## src/rtl/avalon_st_pkt_arbiter.sv

```systemverilog
// Packet-level round-robin arbiter: merges NUM_SRC Avalon-ST sources into one sink,
// locking the grant from the first granted beat until that source's eop beat transfers.
module avalon_st_pkt_arbiter #(
    parameter int unsigned  NUM_SRC    = 4,
    parameter int unsigned  DATA_WIDTH = 32,
    localparam int unsigned EMPTY_W    = $clog2(DATA_WIDTH),
    localparam int unsigned IDX_W      = $clog2(NUM_SRC)
) (
    input  logic                          clk,
    input  logic                          rst_n,
    input  logic [NUM_SRC-1:0]            in_vld,
    output logic [NUM_SRC-1:0]            in_rdy,
    input  logic [NUM_SRC-1:0]            in_sop,
    input  logic [NUM_SRC-1:0]            in_eop,
    input  logic [NUM_SRC*DATA_WIDTH-1:0] in_data,
    input  logic [NUM_SRC*EMPTY_W-1:0]    in_empty,
    output logic                          out_vld,
    input  logic                          out_rdy,
    output logic                          out_sop,
    output logic                          out_eop,
    output logic [DATA_WIDTH-1:0]         out_data,
    output logic [EMPTY_W-1:0]            out_empty,
    output logic [IDX_W-1:0]              grant_idx,
    output logic                          busy
);

    typedef enum logic {StIdle, StLock} state_e;

    state_e                 state_q, state_d;
    logic [IDX_W-1:0]       grant_q, grant_d;
    logic [IDX_W-1:0]       last_q, last_d;
    logic [IDX_W-1:0]       pick_idx;
    logic                   pick_found;
    int unsigned            cand;
    logic [IDX_W-1:0]       cand_idx;
    logic                   sel_vld, sel_sop, sel_eop;
    logic [DATA_WIDTH-1:0]  sel_data;
    logic [EMPTY_W-1:0]     sel_empty;

    // Scan starts one past the previous packet owner so every requester is reached in turn.
    always_comb begin
        pick_idx   = last_q;
        pick_found = 1'b0;
        cand       = 0;
        cand_idx   = '0;
        for (int unsigned i = 1; i <= NUM_SRC; i++) begin
            cand     = (32'(last_q) + i) % NUM_SRC;
            cand_idx = IDX_W'(cand);
            if (!pick_found && in_vld[cand_idx]) begin
                pick_found = 1'b1;
                pick_idx   = cand_idx;
            end
        end
    end

    always_comb begin
        sel_vld   = 1'b0;
        sel_sop   = 1'b0;
        sel_eop   = 1'b0;
        sel_data  = '0;
        sel_empty = '0;
        for (int unsigned i = 0; i < NUM_SRC; i++) begin
            if (grant_q == IDX_W'(i)) begin
                sel_vld   = in_vld[i];
                sel_sop   = in_sop[i];
                sel_eop   = in_eop[i];
                sel_data  = in_data[i*DATA_WIDTH +: DATA_WIDTH];
                sel_empty = in_empty[i*EMPTY_W +: EMPTY_W];
            end
        end
    end

    always_comb begin
        state_d   = state_q;
        grant_d   = grant_q;
        last_d    = last_q;
        in_rdy    = '0;
        out_vld   = 1'b0;
        out_sop   = 1'b0;
        out_eop   = 1'b0;
        out_data  = '0;
        out_empty = '0;
        unique case (state_q)
            StIdle: begin
                if (pick_found) begin
                    grant_d = pick_idx;
                    state_d = StLock;
                end
            end
            StLock: begin
                out_vld   = sel_vld;
                out_sop   = sel_sop;
                out_eop   = sel_eop;
                out_data  = sel_data;
                out_empty = sel_empty;
                for (int unsigned i = 0; i < NUM_SRC; i++) begin
                    if (grant_q == IDX_W'(i)) begin
                        in_rdy[i] = out_rdy;
                    end
                end
                if (sel_vld && out_rdy && sel_eop) begin
                    last_d  = grant_q;
                    state_d = StIdle;
                end
            end
            default: state_d = StIdle;
        endcase
    end

    // last_q resets to the top index so source 0 wins the first arbitration.
    always_ff @(posedge clk or negedge rst_n) begin
        if (!rst_n) begin
            state_q <= StIdle;
            grant_q <= '0;
            last_q  <= IDX_W'(NUM_SRC - 1);
        end else begin
            state_q <= state_d;
            grant_q <= grant_d;
            last_q  <= last_d;
        end
    end

    assign grant_idx = grant_q;
    assign busy      = (state_q == StLock);

endmodule

```

## config.mk

```make
export PLATFORM = sky130hd
export DESIGN_NAME = avalon_st_pkt_arbiter
export DESIGN_NICKNAME = d
export VERILOG_FILES = /design/src/rtl/avalon_st_pkt_arbiter.sv
export SDC_FILE = /design/constraint.sdc
export NUM_CORES = 1
export LEC_CHECK = 0
export CAP_MARGIN = 20
export CELL_PAD_IN_SITES_DETAIL_PLACEMENT = 1
export CELL_PAD_IN_SITES_GLOBAL_PLACEMENT = 1
export CORE_UTILIZATION = 16
export DETAILED_ROUTE_END_ITERATION = 6
export PLACE_DENSITY = 0.9
export SETUP_SLACK_MARGIN = 0.2
export SKIP_CTS_REPAIR_TIMING = 1
export SLEW_MARGIN = 20
export SYNTH_ARGS = -nofsm -noshare
export SYNTH_HDL_FRONTEND = slang
export SYNTH_SLANG_ARGS = --single-unit
export TNS_END_PERCENT = 5
```

## constraint.sdc

```tcl
create_clock -name clk -period 2.09 [get_ports clk]
set_input_delay 0.3135 -clock clk [delete_from_list [all_inputs] [get_ports clk]]
set_output_delay 0.3135 -clock clk [all_outputs]
set_load 0.02 [all_outputs]
```

; ---- Word-level counts from Yosys, hierarchy flattened
; Cells that the tools add are included.
[totals]
elab_cells = 75
inputBits = 163
reg_bits = 5
out_inout_bits = 47
[op_classes]
order_cmp = 4
eq_ne = 3
muxes = 49
reduce_logical = 11
n_addsub = 4
bitwise_logic = 1
[ops]
columns = cell, n
row1 = $mux W32, 5
row2 = $mux W1, 29
row3 = $mux W5, 5
row4 = $lt A2 B3 Y1 const B, 4
row5 = $bmux W1 S2, 4
row6 = $mux W2, 4
row7 = $logic_and A1 B1 Y1, 5
row8 = $add A2 B1 Y2 const B, 2
row9 = $add A2 B2 Y2 const B, 2
row10 = $eq A2 B2 Y1 const B, 2
row11 = $mux W4, 1
row12 = $reduce_and A2 Y1, 2
row13 = $logic_not A1 Y1, 3
row14 = $eq A2 B1 Y1 const B, 1
row15 = $logic_not A2 Y1, 1
row16 = $pmux W1 S2, 1
row17 = $not A1 Y1, 1

; ---- Longest topological paths before layout
; Gate-level depths: netlist (run 1).
[depth]
word_depth = 15
ltp_mapped = 4
ltp_nobuf = 3

; ---- Least setup slack after synthesis (run 1)
; No wires, ideal clock.
[synth_timing]
path_type = reg-to-output
startpoint = reg grant_q[0] (netlist: grant_idx[0])
endpoint = out out_data[27]
arrival_time_ns = 1.593
required_ns = 1.776
path_stages_with_launch = 5
slack_ns = 0.184
path_buffers = 2
cell_sequence = dfrtp_1 -> buf_6 -> buf_2 -> mux4_2 -> and2_1
[synth_via]
elab_chain_cells = 6
word_cells_on_any_way = 9
classes_between = eq/ne: 3 / mux: 5 / reduce/logical: 1
[synth_lines]
columns = element, line_no
row1 = start: declaration, 30  ; logic [IDX_W-1:0] grant_q, grant_d;
row2 = start signal: assignment, 118  ; grant_q <= grant_d;
row3 = $logic_not A2 Y1, 63  ; if (grant_q == IDX_W'(i)) begin
row4 = $mux W32 (3 in series), 63
row5 = $mux W32 *, 63
row6 = $mux W32 *, 83  ; unique case (state_q)
row7 = end: declaration, 21  ; output logic [DATA_WIDTH-1:0] out_data,
; Mark *: on every way between the ends. The rest lies on a longest branch, timed or not.

; ---- Worst setup path after layout (run 1)
[layout_timing]
startpoint = reg grant_q[0] (netlist: grant_idx[0])
endpoint = out out_eop
[layout_via]
elab_chain_cells = 6
word_cells_on_any_way = 9
classes_between = eq/ne: 3 / mux: 5 / reduce/logical: 1
[layout_lines]
columns = element, line_no
row1 = $logic_not A2 Y1, 63
row2 = $mux W1 (3 in series), 63
row3 = $mux W1 *, 63
row4 = $mux W1 *, 83
row5 = end: declaration, 20  ; output logic out_eop,
; Marks and branches as above.

==> results of run 1 <==
## per-stage QoR
stage	setup WS, ps	instance area, um^2	std cells
after global placement	-200	3910	465
after detailed placement	-211	3910	465
final	45.9	4060	476
after CTS	-376	3950	469
after global routing	-15.7	4060	476
after floorplan	244	1570	126
## area by class of cell
class                   instances  share of cell area, %
clock buffers                   4                   1.11
well taps                     129                   3.98
repair buffers                232                   57.3
inverters                       1                 0.0925
multi-input cells             105                   34.3
flip-flops and latches          5                   3.20
## synth_stat cells, drive strengths merged
| cell type | number |
|---|---|
| buf | 9 |
| mux2 | 2 |
| clkbuf | 6 |
| nand4 | 1 |
| dfstp | 2 |
| nand2b | 2 |
| nor3 | 2 |
| o22a | 1 |
| a21o | 2 |
| or3b | 1 |
| inv | 1 |
| a41oi | 1 |
| nand2 | 3 |
| or4 | 1 |
| nor2b | 1 |
| mux4 | 40 |
| a21oi | 1 |
| nor3b | 2 |
| nor2 | 1 |
| o221ai | 1 |
| dfrtp | 3 |
| and2 | 41 |
| o21a | 1 |
| and4 | 1 |
## logic make-up (layout without fill, tap and decap cells)
| group | after synthesis | after routing | synth area share, % |
|---|---|---|---|
| AND/OR/NAND/NOR | 56 | 56 | 22.6 |
| flip-flops | 5 | 5 | 8.16 |
| buffers and inverters | 16 | 237 | 6.32 |
| multiplexers | 42 | 42 | 59.5 |
| AO/OA/AOI/OAI | 7 | 7 | 3.44 |
## registers in the layout (all words and copies together), names as in the netlist
| register | flops |
|---|---|
| busy | 1 |
| last_q | 2 |
| grant_idx | 2 |
## worst min-delay path by stage
stage	startpoint	to	slack (ps)
2_1_floorplan	rst_n	busy	20
3_3_place_gp	rst_n	busy	540
3_5_place_dp	rst_n	busy	540
4_1_cts	rst_n	busy	310
5_1_grt	rst_n	busy	320
6_report	rst_n	busy	310
## cell usage in the layout (no fill, tap or decap), types with 2 or more instances in the layout
| master | netlist | final |
|---|---|---|
| nand2_1 | 3 | 3 |
| a21o_1 | 2 | 2 |
| nor3_1 | 2 | 2 |
| and2_4 | 0 | 19 |
| clkdlybuf4s50_1 | 0 | 163 |
| mux4_2 | 40 | 40 |
| buf_6 | 4 | 13 |
| buf_12 | 0 | 5 |
| dfstp_2 | 2 | 2 |
| nor3b_1 | 2 | 2 |
| nand2b_1 | 2 | 2 |
| and2_1 | 41 | 22 |
| buf_4 | 1 | 43 |
| dlymetal6s2s_1 | 0 | 6 |
| clkbuf_8 | 0 | 3 |
| mux2_4 | 2 | 2 |
| dfrtp_2 | 0 | 2 |
| clkbuf_16 | 0 | 2 |
## layer usage
layer  wire (um)  up-vias  share of wire, %
li1            -      955                 -
met4          36        0              0.41
met1        2750     1034                32
met3         735        4               8.5
met5           0        -                 0
met2        5160      110                59
## critical path, cell delays in order (launching register included)
cell and delay, ps:
dfrtp_2 380, buf_4 130, buf_12 150, mux4_2 530, and2_1 170, buf_4 150
## power breakdown
part | total (W) | internal, W | switching, W | leakage [nW]
Clock | 0.000176 | 0.000131 | 0.0000451 | 0.0228
Sequential | 0.000220 | 0.000163 | 0.0000572 | 0.0509
Combinational | 0.00458 | 0.00264 | 0.00195 | 1.58
==> results.md, run 1 <==
- Status: finished, final reports clean
- Layout cell share with drive strength beyond 1: 38.3%
- Final Hold Viols: 0
- Top cells by area, synth: mux4_2, and2_1, dfrtp_1
- Crit start category: flip-flop
- M2 GR Usage: 34.4%
- LEAKAGE: 1.65 nW
- Initial antenna violation count: 0
- CTS Buf Count: 3
- R2r setup slk: 250 ps
- Minimum clock period: 2040 ps
- Routability cong.: 0.743
- Global Route Usage Sum: 15.8%
- Total power: 0.00498 W
- Die W: 101 um
- Die height: 101 um
- Syn Std Cell Area: 1560 um^2
- Clock sink count: 5
- RR Endpoint: last_q[1]
- WL final: 8680 um
- Synthesized net count: 289
- Core Region: 9370 um^2
- Worst Setup SP: grant_idx[0]
- Worst r2r src: grant_idx[0]
- Post-synth top area cell: mux4_2
- Initial Util: 16.7%
- Hold WS: 309 ps
- FMAX: 0.489 GHz
- Final antenna diode count: 0
- Reg area: 130 um^2
- Final period utilization: 97.8%
- Max_cap viols: 0
- Post-synth cell types: 26
- Met1 usage: 14.0%
- Crit-path max FO: 13
- Slew headroom: 83.0%
- DRT Pass-1 Iters: 6
- R2R depth: 6
- Setup violators final: 0
- Post-route setup TNS: 0 ps
- Num ports: 210
- Vias in the first global route: 2,408
- Via count: 2,103
- Max H-tree Level: 1
- Clock skew: 1.56 ps
- GRT Max-Usage Layer: met2
- CP Capture Point: out_eop
- Worst Tran Pin Value: 255 ps
- DRT iter0 DRCs: 28
- Register area share after synthesis: 8.16%
- # DRC: 0
- Multi-input combinational cell area: 1390 um^2
- Top cell type's share of synthesized area: 57.6%
- Grt ovf: 0
- Largest net degree at the start of global routing: 23
- Root buffer cell: clkbuf_8
- Final Util: 43.3%
- Clk buf depth: 2
- Syn Area/Cell: 12.4 um^2
- CTS tree: yes
- First-pass GRT wire length: 12,200 um
- Latest clock arrival within the worst-skew pair: 220 ps
- Cells after synthesis: 126
- Fillers: 1,044
- Die area: 10,200 um^2
- Data arrival, critical path: 1730 ps
- Met3 Track Usage GR: 4.16%
- Slew Viols, Final: 0
- Antenna-violating nets left: 0
- HP Class: input pin to asynchronous set/reset pin
- Crit. End Element: output pin
- RSZ-0062 raised after global routing: yes
- Nets: 511
- FF+latch count, synth: 5
- Crit Path Category: flip-flop to output pin
- # rows: 35
- VDD IR-drop max: 0.619 mV
- Drt wl/cell: 18.2 um
- Layout area overhead: 160%
- PortBufs: 209
- Worst Path Required: 1780 ps
- DP HPWL: 7390 um
- Worst-path clk slew: 40 ps
- Power Dens Cells: 1230 nW/um^2
- Routed vias/inst: 4.42
- Ys Warns: 0
Power figures use the tool's default switching activity.
==> inputs of run 2 (changes only) <==
Settings changed: SLEW_MARGIN 20 to 0.
==> results of run 2 <==
No change in the layout: final DEF, timing and power equal those of run 1.
==> inputs of run 3 (changes only) <==
Settings changed: CTS_BUF_LIST set to sky130_fd_sc_hd__clkbuf_16.
==> run 3 against run 2 <==
Compared with the run above: wire length up 0.61%; utilization up 0.33 points; flip-flop and latch count unchanged; non-clock buffer count is the same; sequential share of layout area about the same.
==> results.md, run 3 (synthesis results as in run 1) <==
- Status: finished, final reports clean
- Slew headroom: 83.0%
- Minimum clock period: 2060 ps
- Net switching power: 0.00207 W
- Num ports: 210
- DRT iter0 DRCs: 35
- Clock skew: 0.328 ps
- Largest net degree at the start of global routing: 23
- Initial Util: 16.7%
- Routed vias/inst: 4.42
- HP Class: input pin to asynchronous set/reset pin
- Crit-path max FO: 13
- VDD IR-drop max: 0.622 mV
- Total power: 0.00511 W
- Die area: 10,200 um^2
- Internal power: 0.00304 W
- Worst-path clk slew: 30 ps
- Crit start category: flip-flop
- Data arrival, critical path: 1750 ps
- Final worst slack: 26.5 ps
- Max H-tree Level: 1
- DP HPWL: 7390 um
- Setup violators final: 0
- Most frequent cells in the layout: clkdlybuf4s50_1, buf_4, mux4_2, and2_1, and2_4
- Logic pwr share: 89.6%
- R2r setup slk: 240 ps
- Commonest non-fill, non-tap cell in the layout: clkdlybuf4s50_1
- Die height: 101 um
- DRT Pass-1 Iters: 4
- Max_cap viols: 0
- Initial antenna violation count: 0
- # rows: 35
- Worst Path Required: 1780 ps
- Final period utilization: 98.7%
- Power Dens Cells: 1250 nW/um^2
- RSZ-0062 raised after global routing: yes
- Final Hold Viols: 0
- FMAX: 0.485 GHz
- WL final: 8730 um
- Drt wl/cell: 18.3 um
- Via count: 2,104
- Core Region: 9370 um^2
- Die W: 101 um
- CTS Buf Count: 3
- Final Util: 43.7%
- Switching share of total power: 40.5%
- Clock sink count: 5
- Sequential Power Share: 4.3%
- Routability cong.: 0.743
- R2R depth: 6
- CTS tree: yes
- Latest clock arrival within the worst-skew pair: 230 ps
- Nets: 511
- Hold WS: 299 ps
- Worst Tran Pin Value: 254 ps
- First-pass GRT wire length: 12,300 um
- Vias in the first global route: 2,416
- Layout cell share with drive strength beyond 1: 38.3%
- Global Route Usage Sum: 16.0%
- Antenna-violating nets left: 0
- Clock share of power: 6.1%
- Post-route setup TNS: 0 ps
- Crit. End Element: output pin
- PortBufs: 209
- DP Worst Slack: -211 ps
- Grt ovf: 0
- Crit Path Category: flip-flop to output pin
- Clk buf depth: 2
- Layout area overhead: 162%
- # DRC: 0
- Final antenna diode count: 0
- LEAKAGE: 1.67 nW
- Root buffer cell: clkbuf_16
- Slew Viols, Final: 0
==> run 3: changes by cell type in the layout (fill, tap and decap cells not counted) <==
cell / delta
clkbuf_16: +3
clkbuf_8: -3
buf_2: +1
buf_4: -1
clkbuf_1: -1
inv_1: +1
==> run 3: power by group through the flow <==
stage | logic (W) | clock network [W] | registers [W]
after floorplan | 0.00241 | 0 | 0.000224
after global placement | 0.00419 | 0 | 0.000248
after detailed placement | 0.00428 | 0 | 0.000252
after CTS | 0.00429 | 0.000317 | 0.000254
after global routing | 0.00484 | 0.000327 | 0.000231
final | 0.00458 | 0.000311 | 0.000221
==> run 3: final timing paths <==
kind                         startpoint   endpoint
min in group clk              last_q[1]  last_q[1]
hold reg to reg               last_q[1]  last_q[1]
hold / removal                    rst_n       busy
setup reg to reg           grant_idx[0]  last_q[0]
max in group asynchronous         rst_n  last_q[1]
setup / recovery           grant_idx[0]    out_eop
==> run 3: through the flow <==
stage,cells,area (um^2)
after floorplan,126,1570
after global placement,465,3910
after detailed placement,465,3910
after CTS,469,3990
after global routing,476,4090
final,476,4090
==> run 3: critical path, stage by stage, from the launching register on <==
cell and delay (ps):
dfrtp_2 380, buf_4 130, buf_12 150, mux4_2 530, and2_1 170, buf_4 150
==> run 3: cell type report <==
type	count	area (um^2)
Multi-Input combinational cell	105	1390
Sequential cell	5	130
Fill cell	1034	5280
Inverter	1	3.75
Timing Repair Buffer	232	2320
Tap cell	129	161
Clock buffer	3	75.1
Clock inverter	1	3.75
==> run 3: per-layer routing <==
layer	track usage [%]	routed length, um	vias to the layer above
met5	0	0	-
met3	4.16	738	11
met4	4.46	109	0
li1	-	-	953
met2	34.5	5160	111
met1	14.1	2730	1029
